<file path="src/rtl/uart_rx_monitor.sv">
// uart_rx_monitor
// 8N1 UART receiver for the SoC's uart_tx line. Received bytes go into a small
// first-word-fall-through FIFO and leave as a valid/ready byte stream.
//
// Ports
//   wb_clk      system clock, rising edge
//   wb_rst      synchronous active-high reset
//   uart_rx     asynchronous serial input, idle high
//   rx_data     byte at FIFO head (meaningful while rx_valid)
//   rx_valid    FIFO not empty
//   rx_ready    consumer takes rx_data this cycle
//   rx_busy     receiver is inside a frame (FSM not idle)
//   frame_err   one-cycle pulse: stop bit sampled low
//   overrun     one-cycle pulse: good byte dropped, FIFO full
//   fifo_level  bytes held, 0..FIFO_DEPTH
module uart_rx_monitor #(
  parameter int CLKS_PER_BIT = 208,
  parameter int FIFO_DEPTH   = 8,
  parameter int FIFO_AW      = 3
) (
  input  logic             wb_clk,
  input  logic             wb_rst,
  input  logic             uart_rx,
  output logic [7:0]       rx_data,
  output logic             rx_valid,
  input  logic             rx_ready,
  output logic             rx_busy,
  output logic             frame_err,
  output logic             overrun,
  output logic [FIFO_AW:0] fifo_level
);

  localparam int CW = $clog2(CLKS_PER_BIT);
  localparam logic [CW-1:0] HALF_M1 = CW'(CLKS_PER_BIT / 2 - 1);
  localparam logic [CW-1:0] FULL_M1 = CW'(CLKS_PER_BIT - 1);
  localparam logic [FIFO_AW:0] DEPTH_L = (FIFO_AW + 1)'(FIFO_DEPTH);

  typedef enum logic [2:0] {
    S_IDLE, S_START, S_DATA, S_STOP, S_WAIT_IDLE
  } state_e;

  // synchronizer
  logic meta_q, meta_d, rx_s_q, rx_s_d;

  // receive FSM
  state_e        state_q, state_d;
  logic [CW-1:0] cnt_q, cnt_d;
  logic [2:0]    bit_q, bit_d;
  logic [7:0]    shift_q, shift_d;
  logic          push_q, push_d;
  logic          ferr_q, ferr_d;

  // FIFO
  logic [7:0]       mem_q [FIFO_DEPTH];
  logic [7:0]       mem_d [FIFO_DEPTH];
  logic [FIFO_AW:0] wptr_q, wptr_d, rptr_q, rptr_d;
  logic             ovr_q, ovr_d;
  logic             full, do_pop, do_push;

  // Synchronizer and FSM next state. The cycle counter free-runs and is
  // cleared on every state change or sample point.
  always_comb begin
    meta_d  = uart_rx;
    rx_s_d  = meta_q;
    state_d = state_q;
    cnt_d   = cnt_q + CW'(1);
    bit_d   = bit_q;
    shift_d = shift_q;
    push_d  = 1'b0;
    ferr_d  = 1'b0;
    case (state_q)
      S_IDLE: begin
        cnt_d = '0;
        if (!rx_s_q) state_d = S_START;
      end
      S_START: begin
        if (cnt_q == HALF_M1) begin
          cnt_d = '0;
          if (!rx_s_q) begin
            state_d = S_DATA;
            bit_d   = '0;
          end else begin
            state_d = S_IDLE;  // too short to be a start bit
          end
        end
      end
      S_DATA: begin
        if (cnt_q == FULL_M1) begin
          cnt_d   = '0;
          shift_d = {rx_s_q, shift_q[7:1]};  // LSB arrives first
          if (bit_q == 3'd7) state_d = S_STOP;
          else               bit_d   = bit_q + 3'd1;
        end
      end
      S_STOP: begin
        if (cnt_q == FULL_M1) begin
          cnt_d = '0;
          if (rx_s_q) begin
            push_d  = 1'b1;
            state_d = S_IDLE;
          end else begin
            ferr_d  = 1'b1;
            state_d = S_WAIT_IDLE;
          end
        end
      end
      S_WAIT_IDLE: begin
        // A held-low line (break) raises only one error, then waits here.
        cnt_d = '0;
        if (rx_s_q) state_d = S_IDLE;
      end
      default: begin
        state_d = S_IDLE;
        cnt_d   = '0;
      end
    endcase
  end

  // FIFO: a pop frees the slot a same-cycle push needs, so a full FIFO only
  // drops the byte when nobody is reading.
  always_comb begin
    fifo_level = wptr_q - rptr_q;
    full       = (fifo_level == DEPTH_L);
    rx_valid   = (fifo_level != '0);
    do_pop     = rx_valid & rx_ready;
    do_push    = push_q & (~full | do_pop);
    ovr_d      = push_q & full & ~do_pop;
    wptr_d     = wptr_q + (FIFO_AW + 1)'(do_push);
    rptr_d     = rptr_q + (FIFO_AW + 1)'(do_pop);
    mem_d      = mem_q;
    if (do_push) mem_d[wptr_q[FIFO_AW-1:0]] = shift_q;
  end

  always_ff @(posedge wb_clk) begin
    if (wb_rst) begin
      meta_q  <= 1'b1;
      rx_s_q  <= 1'b1;
      state_q <= S_IDLE;
      cnt_q   <= '0;
      bit_q   <= '0;
      shift_q <= '0;
      push_q  <= 1'b0;
      ferr_q  <= 1'b0;
      ovr_q   <= 1'b0;
      wptr_q  <= '0;
      rptr_q  <= '0;
      for (int i = 0; i < FIFO_DEPTH; i++) mem_q[i] <= '0;
    end else begin
      meta_q  <= meta_d;
      rx_s_q  <= rx_s_d;
      state_q <= state_d;
      cnt_q   <= cnt_d;
      bit_q   <= bit_d;
      shift_q <= shift_d;
      push_q  <= push_d;
      ferr_q  <= ferr_d;
      ovr_q   <= ovr_d;
      wptr_q  <= wptr_d;
      rptr_q  <= rptr_d;
      mem_q   <= mem_d;
    end
  end

  assign rx_data = mem_q[rptr_q[FIFO_AW-1:0]];
  assign rx_busy = (state_q != S_IDLE);
  // Registered pulses may still be high in the first reset cycle; mask them.
  assign frame_err = ferr_q & ~wb_rst;
  assign overrun   = ovr_q & ~wb_rst;

endmodule

</file>
<file path="config.mk">
export PLATFORM = sky130hd
export DESIGN_NAME = uart_rx_monitor
export DESIGN_NICKNAME = d
export VERILOG_FILES = /design/src/rtl/uart_rx_monitor.sv
export SDC_FILE = /design/constraint.sdc
export NUM_CORES = 1
export LEC_CHECK = 0
export CAP_MARGIN = 15
export CORE_MARGIN = 3
export CORE_UTILIZATION = 55
export DETAILED_ROUTE_END_ITERATION = 8
export HOLD_SLACK_MARGIN = 0.02
export PLACE_DENSITY = 0.77
export SYNTH_ARGS = -nofsm -noshare
export SYNTH_HDL_FRONTEND = slang
export SYNTH_SLANG_ARGS = --single-unit
export TNS_END_PERCENT = 100
</file>
<file path="constraint.sdc">
create_clock -name wb_clk -period 2.82 [get_ports wb_clk]
set_clock_uncertainty 0.15 [all_clocks]
set_input_delay 0.564 -clock wb_clk [delete_from_list [all_inputs] [get_ports wb_clk]]
set_output_delay 0.564 -clock wb_clk [all_outputs]
set_load 0.01 [all_outputs]
</file>
==> qor.txt, run 1 <==
TIMING
----------------------------------------------------------------------------------------
Rel. slew slack ...........................................................       64.18%
Worst-Margin Slew .........................................................     536.3 ps
Time the final worst path needs with I/O delays and setup .................      2734 ps
Final Hold Vio Count ......................................................            0
Final slew viol count .....................................................            0
Number of setup violations in the final report ............................            0
Period utilization ........................................................       96.95%
Timing-limited maximum frequency ..........................................    365.8 MHz
Setup TNS after final layout ..............................................         0 ps

SYNTH
----------------------------------------------------------------------------------------
Mean post-synth cell area .................................................    10.46 um2
Count of cell types in the netlist ........................................           47
Netlist Area Pre-Place ....................................................     4790 um2
Cell types with the largest area share after synthesis .................... dfxtp_1, mux2i_1, nand2b_1, mux4_2, o31ai_4
Cell count after synthesis ................................................          458
Number of synthesized flops with an enable pin ............................            0
Leading area contributor after synthesis ..................................      dfxtp_1
Async set-or-reset flop fraction in the synthesized netlist ...............           0%
Number of warnings printed during yosys synthesis .........................            0
Sequential area share after synthesis .....................................       41.38%
Yosys reg bits ............................................................           99
Share of the synthesized area in the top cell type ........................       41.38%
Synthesized net count .....................................................          473
Main flop type after synthesis ............................................      dfxtp_1

POWER AND IR DROP
----------------------------------------------------------------------------------------
Relative contribution of the clock network to total power .................        36.8%
Switching power total .....................................................  0.0005818 W
Fraction of power spent switching nets ....................................       24.29%
Combinational power share .................................................         4.2%
Leak pwr ..................................................................     2.434 nW
Areal power density over the cells ........................................ 446.3 nW/um2
Power share of the sequential group .......................................        59.0%
Total power ...............................................................   0.002395 W
Internal Power ............................................................   0.001813 W
Worst VDD drop ............................................................     234.8 uV

FLOORPLANNING
----------------------------------------------------------------------------------------
Die Span Y ................................................................     99.32 um
Initial Util ..............................................................       57.43%
Number of core rows .......................................................           33
Die Span X ................................................................     99.32 um
Count of pins on the block boundary .......................................           20
Core outline area .........................................................     8341 um2
Overall die area ..........................................................     9864 um2

WORST SETUP PATH
----------------------------------------------------------------------------------------
Ordered list of cells on the worst path ................................... buf_12, mux4_2, nand2_1, nand2_1, clkdlybuf4s50_1
Kind of cell with the highest combined delay on the critical path ......... buffers and inverters
Number of buffer and inverter stages on the critical path .................            2
Arrival @ worst endpoint ..................................................      2020 ps
Worst path slowest cell ...................................................       mux4_2
Worst R2R Setup Slack .....................................................       180 ps
Highest cell delay on the worst timing path ...............................       510 ps
CP Class ..................................................................      reg2out
CP dominant cell by count .................................................      nand2_1
Critical Path Source Type .................................................         flop
Data required, critical path ..............................................      2110 ps
Kind of capture point of the worst setup path .............................   output pin
Top fanout value on the critical path .....................................           17

DRT
----------------------------------------------------------------------------------------
Remaining antenna violation count .........................................            0
Vias ......................................................................         3262
Average vias per placed instance ..........................................        5.557
Routed wirelength normalized by instance count ............................     15.94 um
Number of search-and-repair iterations in the first detailed-routing pass .            4
Post-route DRC ............................................................            0
DRT iter0 DRCs ............................................................          169
Sum of routed wire length over all layers .................................      9354 um

CLOCKING
----------------------------------------------------------------------------------------
Sinks on the clock net ....................................................           99
Clock latency of the later-clocked register in the worst-skew pair ........       360 ps
Clock buffers created by TritonCTS ........................................            9
H-tree Lvls ...............................................................            3
Cell at the root of the clock tree ........................................     clkbuf_8
CTS clk-pin slew, worst paths .............................................       100 ps
CTS tree ..................................................................        built
Clock Tree Buf Depth ......................................................            2

CELLS AND AREA
----------------------------------------------------------------------------------------
Fillers ...................................................................          680
Count of placed standard cells in the final layout, fillers left out ......          587
Highest-count cells in the layout ignoring fill and taps .................. dfxtp_1, nand2b_1, mux2i_1, nand2_1, nor2_1
Area Overhead vs Synth ....................................................       12.04%
Most common library cell in the layout ignoring fill and taps .............      dfxtp_1
Share of cells above drive strength 1 .....................................       15.98%
Nets ......................................................................          492
Antenna Cells .............................................................            0

GLOBAL ROUTING
----------------------------------------------------------------------------------------
Number of antenna violations at the first check in global routing .........            0
Maximum number of pins on one net before global-route repair ..............           94
Vias in the first global route ............................................         3267
Wire length of the first global-routing pass ..............................     15930 um
Total global routing overflow .............................................            0
Overall global routing resource usage .....................................       20.34%

PLACEMENT
----------------------------------------------------------------------------------------
HPWL after detailed placement .............................................      6127 um
Inst Count DP .............................................................          568
Last weighted congestion value of the routability-driven placer ...........       0.8717
Total of buffers placed on input and output ports .........................           19

HOLD PATH
----------------------------------------------------------------------------------------
Class of the tightest hold or removal check ...............................      reg2reg

FLOW RUN
----------------------------------------------------------------------------------------
Reported max-cap violation count ..........................................            0

STATUS
----------------------------------------------------------------------------------------
Result of the run ......................................................... finished, final reports clean

==> kinds of logic after synthesis <==
| family | after synthesis | synth area share (%) |
|---|---|---|
| DFF | 99 | 41.38 |
| buffers and inverters | 41 | 3.944 |
| muxes | 89 | 22.78 |
| AOI/OAI and AO/OA | 26 | 5.721 |
| adders and majority gates | 11 | 3.030 |
| xor gates and xnor gates | 13 | 2.377 |
| and+or+nand+nor | 179 | 20.77 |
==> through the flow <==
step           utilization (%)  hold slack, ps  worst slack, ps  instance area, um2
6_report                 64.34           266.4            85.99                5366
5_1_grt                  64.34           285.2          -0.6326                5366
4_1_cts                  63.94           274.7            2.456                5333
3_5_place_dp             61.33           249.7            188.6                5115
3_3_place_gp             61.33           248.6            224.9                5115
2_1_floorplan                -           239.5            22.16                4812
==> layer usage <==
| metal | vias up | routed length, um | GRT usage, % |
|---|---|---|---|
| li1 | 1612 | - | - |
| met1 | 1596 | 4292 | 27.18 |
| met2 | 44 | 4613 | 33.37 |
| met3 | 10 | 332 | 5.330 |
| met4 | 0 | 115 | 4.412 |
| met5 | - | 0 | 0 |
==> path summary, 6_finish.rpt <==
kind / from / endpoint / cells past startpoint
max: rptr_q[0]$_SDFF_PP0_ / rx_data[5] / 5
min: meta_q$_SDFF_PP1_ / rx_s_q$_SDFF_PP1_ / 1
max reg2reg: rptr_q[0]$_SDFF_PP0_ / mem_q[53]$_SDFFE_PP0P_ / 10
min reg2reg: meta_q$_SDFF_PP1_ / rx_s_q$_SDFF_PP1_ / 1
==> repair_timing <==
action | in CTS | in global routing
gates resized for setup | 7 | 10
pin swaps | 1 | 1
hold endpoints to repair | 0 | 0
buffers inserted | 1 | 2
hold buffers | 0 | 0
endpoints found under the setup margin | 9 | 11
==> state kept, by name (all words and copies together), names as in the netlist, 3 cells and up <==
signal   cells
shift_q      8
bit_q        3
wptr_q       4
cnt_q        8
rptr_q       4
state_q      3
mem_q       64
==> power by group through the flow <==
stage               logic [W]  registers, W  clock network [W]
global route         0.000111       0.00142           0.000966
finish               0.000101       0.00141           0.000880
CTS                  0.000101       0.00141           0.000903
detailed placement   0.000101       0.00145                  0
floorplan           0.0000826       0.00144                  0
global placement    0.0000992       0.00145                  0
==> final cells by class <==
type | count | area (um2) | area share, %
flip-flops and latches | 99 | 1984 | 36.98
clock buffers | 10 | 137.6 | 2.565
inverters | 10 | 38.79 | 0.7228
multi-input cells | 318 | 2650 | 49.38
well taps | 105 | 131.4 | 2.448
repair buffers | 39 | 370.4 | 6.901
clock inverters | 6 | 53.80 | 1.003
==> cells in the mapped netlist, types with 2 or more instances <==
cell type  number
or4_1           3
nand3_1         5
o21ai_0         4
xnor2_1         8
a21oi_1         6
inv_1           9
mux2i_1        73
nand2b_1       79
buf_2           4
xor2_1          5
nor2_1         29
mux4_2         16
a21oi_2         2
o31ai_4         7
nand4b_1        2
or3_1           3
or2_2           2
buf_1           8
clkbuf_1       14
nor2b_1         7
dfxtp_1        99
buf_4           3
nor3_1          8
nand2_1        30
ha_1           10
(Power assumes the default switching activity.)
==> inputs of run 2 (changes only) <==
--- a/config.mk
+++ b/config.mk
@@ -7,10 +7,11 @@
 export LEC_CHECK = 0
 export CAP_MARGIN = 15
 export CORE_MARGIN = 3
-export CORE_UTILIZATION = 55
+export CORE_UTILIZATION = 65
+export CTS_BUF_LIST = sky130_fd_sc_hd__clkbuf_8
 export DETAILED_ROUTE_END_ITERATION = 8
 export HOLD_SLACK_MARGIN = 0.02
-export PLACE_DENSITY = 0.77
+export PLACE_DENSITY = 0.86
 export SYNTH_ARGS = -nofsm -noshare
 export SYNTH_HDL_FRONTEND = slang
 export SYNTH_SLANG_ARGS = --single-unit
==> constraint.sdc (replaced) <==
create_clock -name wb_clk -period 3.2 [get_ports wb_clk]
set_clock_uncertainty 0.15 [all_clocks]
set_input_delay 0.64 -clock wb_clk [delete_from_list [all_inputs] [get_ports wb_clk]]
set_output_delay 0.64 -clock wb_clk [all_outputs]
set_load 0.01 [all_outputs]
==> run 2 against run 1 <==
Clock power is 3.3% higher. Clock-buffer cell count stayed put. Cell area is 1.4% lower. Sequential cell count stayed put. Critical path depth stayed put. Core utilization is 11 points higher. Register-to-register slack better by 80 ps. Largest power group unchanged.
==> qor.txt, run 2 (synthesis gave the netlist of run 1 again) <==
DRT
----------------------------------------------------------------------------------------
Average vias per placed instance ..........................................        5.685   was 5.557
Number of search-and-repair iterations in the first detailed-routing pass .            4   unchanged
Post-route DRC ............................................................            0   unchanged
Routed wirelength normalized by instance count ............................     16.40 um   was 15.94 um
Vias ......................................................................         3246   was 3262
DRT iter0 DRCs ............................................................          106   was 169
Remaining antenna violation count .........................................            0   unchanged
Sum of routed wire length over all layers .................................      9365 um   was 9354 um

CELLS AND AREA
----------------------------------------------------------------------------------------
Share of cells above drive strength 1 .....................................       13.47%   was 15.98%
Biggest regs .............................................................. mem_q: 64 flops, cnt_q: 8 flops, shift_q: 8 flops   unchanged
Area Overhead vs Synth ....................................................       10.53%   was 12.04%
Top reg by flops ..........................................................        mem_q   unchanged
Antenna Cells .............................................................            0   unchanged
Max FFs per register ......................................................           64   unchanged
Nets ......................................................................          485   was 492
Highest-count cells in the layout ignoring fill and taps .................. dfxtp_1, nand2b_1, mux2i_1, nand2_1, nor2_1   unchanged
Most common library cell in the layout ignoring fill and taps .............      dfxtp_1   unchanged

FLOORPLANNING
----------------------------------------------------------------------------------------
Initial Util ..............................................................       68.60%   was 57.43%
Overall die area ..........................................................     8435 um2   was 9864 um2
Number of core rows .......................................................           30   was 33
Die Span Y ................................................................     91.84 um   was 99.32 um
Die Span X ................................................................     91.84 um   was 99.32 um
Count of pins on the block boundary .......................................           20   unchanged
Core outline area .........................................................     6982 um2   was 8341 um2

TIMING
----------------------------------------------------------------------------------------
Setup TNS after final layout ..............................................         0 ps   unchanged
Worst-Margin Slew .........................................................     644.8 ps   was 536.3 ps
Hold Slack ................................................................     269.6 ps   was 266.4 ps
Period utilization ........................................................       95.95%
Number of setup violations in the final report ............................            0   unchanged
Final worst slack .........................................................     129.6 ps   was 85.99 ps
Rel. slew slack ...........................................................       57.02%   was 64.18%
Final Hold Vio Count ......................................................            0   unchanged
Time the final worst path needs with I/O delays and setup .................      3070 ps
Timing-limited maximum frequency ..........................................    325.7 MHz
Setup repair after global routing missed its margin .......................        false
Final slew viol count .....................................................            0   unchanged

CLOCKING
----------------------------------------------------------------------------------------
Post-cts resize count .....................................................            0   was 7
CTS tree ..................................................................        built   unchanged
CTS clk-pin slew, worst paths .............................................       100 ps   about the same
Cell at the root of the clock tree ........................................     clkbuf_8   unchanged
Clock Tree Buf Depth ......................................................            2   unchanged
Clock latency of the later-clocked register in the worst-skew pair ........       360 ps   about the same
Post-CTS setup buffer count ...............................................            0   was 1
Sinks on the clock net ....................................................           99   unchanged
Clock buffers created by TritonCTS ........................................            9   unchanged
Count of hold-fix buffers inserted at cts .................................            0   unchanged
H-tree Lvls ...............................................................            3   unchanged

HOLD PATH
----------------------------------------------------------------------------------------
Number of stages on the worst hold path ...................................            1   unchanged
Class of the tightest hold or removal check ...............................      reg2reg   unchanged

WORST SETUP PATH
----------------------------------------------------------------------------------------
Top fanout value on the critical path .....................................           17   unchanged
Critical Path Source Type .................................................         flop   unchanged
Data required, critical path ..............................................      2410 ps   was 2110 ps
Cells on worst reg2reg path ...............................................            9   was 10
Kind of capture point of the worst setup path .............................   output pin   unchanged
CP Class ..................................................................      reg2out   unchanged
Arrival @ worst endpoint ..................................................      2280 ps   was 2020 ps

POWER AND IR DROP
----------------------------------------------------------------------------------------
Power share of the sequential group .......................................        55.6%   was 59.0%
Worst VDD drop ............................................................     320.8 uV   was 234.8 uV
Combinational power share .................................................         3.9%   was 4.2%
Relative contribution of the clock network to total power .................        40.5%   was 36.8%
Total power ...............................................................   0.002242 W   was 0.002395 W
Switching power total .....................................................  0.0004943 W   was 0.0005818 W
Leak pwr ..................................................................     2.300 nW   was 2.434 nW
Internal Power ............................................................   0.001748 W   was 0.001813 W
Areal power density over the cells ........................................ 423.6 nW/um2   was 446.3 nW/um2
Fraction of power spent switching nets ....................................       22.04%   was 24.29%

PLACEMENT
----------------------------------------------------------------------------------------
Total of buffers placed on input and output ports .........................           19   unchanged
HPWL after detailed placement .............................................      6341 um   was 6127 um
Last weighted congestion value of the routability-driven placer ...........       0.7839   was 0.8717
Worst setup slack after placement .........................................     229.9 ps   was 188.6 ps

GLOBAL ROUTING
----------------------------------------------------------------------------------------
Vias in the first global route ............................................         3315   was 3267
Overall global routing resource usage .....................................       24.05%   was 20.34%
Maximum number of pins on one net before global-route repair ..............           88   was 94
Total global routing overflow .............................................            0   unchanged
Wire length of the first global-routing pass ..............................     15900 um   was 15930 um
Number of antenna violations at the first check in global routing .........            0   unchanged

FLOW RUN
----------------------------------------------------------------------------------------
Reported max-cap violation count ..........................................            0   unchanged

STATUS
----------------------------------------------------------------------------------------
Result of the run ......................................................... finished, final reports clean   unchanged

==> run 2: cell count changes in the layout (fill, tap and decap cells not counted), moves of 2 or more <==
cell	previous run	this run
buf_4	18	12
dfxtp_1	97	99
dlygate4sd2_1	2	0
buf_12	2	0
clkdlybuf4s50_1	8	16
dlymetal6s2s_1	7	2
dfxtp_2	2	0
bufinv_16	0	2
inv_6	3	1
==> run 2: path summary, 6_finish.rpt <==
| check | from | to | slack [ps] |
|---|---|---|---|
| hold reg to reg | meta_q$_SDFF_PP1_ | rx_s_q$_SDFF_PP1_ | 270 |
| setup reg to reg | wptr_q[0]$_SDFF_PP0_ | mem_q[38]$_SDFFE_PP0P_ | 260 |
| hold / removal | meta_q$_SDFF_PP1_ | rx_s_q$_SDFF_PP1_ | 270 |
| setup / recovery | rptr_q[0]$_SDFF_PP0_ | rx_data[6] | 130 |
==> run 2: per-stage QoR <==
step | utilization, % | cell area, um2 | cells
floorplan | - | 4790 | 458
CTS | 75.56 | 5275 | 571
detailed placement | 72.20 | 5041 | 555
finish | 75.82 | 5294 | 571
global placement | 72.20 | 5041 | 555
global route | 75.82 | 5294 | 571
==> run 2: layer usage <==
metal | wire length [um] | track usage (%)
met5 | 0 | 0
met4 | 147 | 9.530
met3 | 303 | 5.332
met2 | 4796 | 41.61
met1 | 4118 | 29.05
==> run 2: power groups by stage <==
stage	clock network, W	logic, W	registers [W]
2_1_floorplan	0	0.0000728	0.00127
5_1_grt	0.000973	0.0000969	0.00125
6_report	0.000909	0.0000875	0.00125
4_1_cts	0.000929	0.0000875	0.00125
3_5_place_dp	0	0.0000868	0.00127
3_3_place_gp	0	0.0000849	0.00127
==> run 2: cell type report <==
cell class / instances / area (um2)
Clock buffer: 10 / 137.6
Clock inverter: 6 / 96.34
Fill cell: 486 / 1688
Inverter: 10 / 37.54
Multi-Input combinational cell: 318 / 2629
Sequential cell: 99 / 1982
Tap cell: 96 / 120.1
Timing Repair Buffer: 32 / 291.5
==> run 2: worst max-delay path, cell delays in order (launching register included) <==
cell and delay (ps):
dfxtp_1 350, buf_4 350, mux4_2 560, nand2_1 80, nand2_1 90, clkdlybuf4s50_1 490
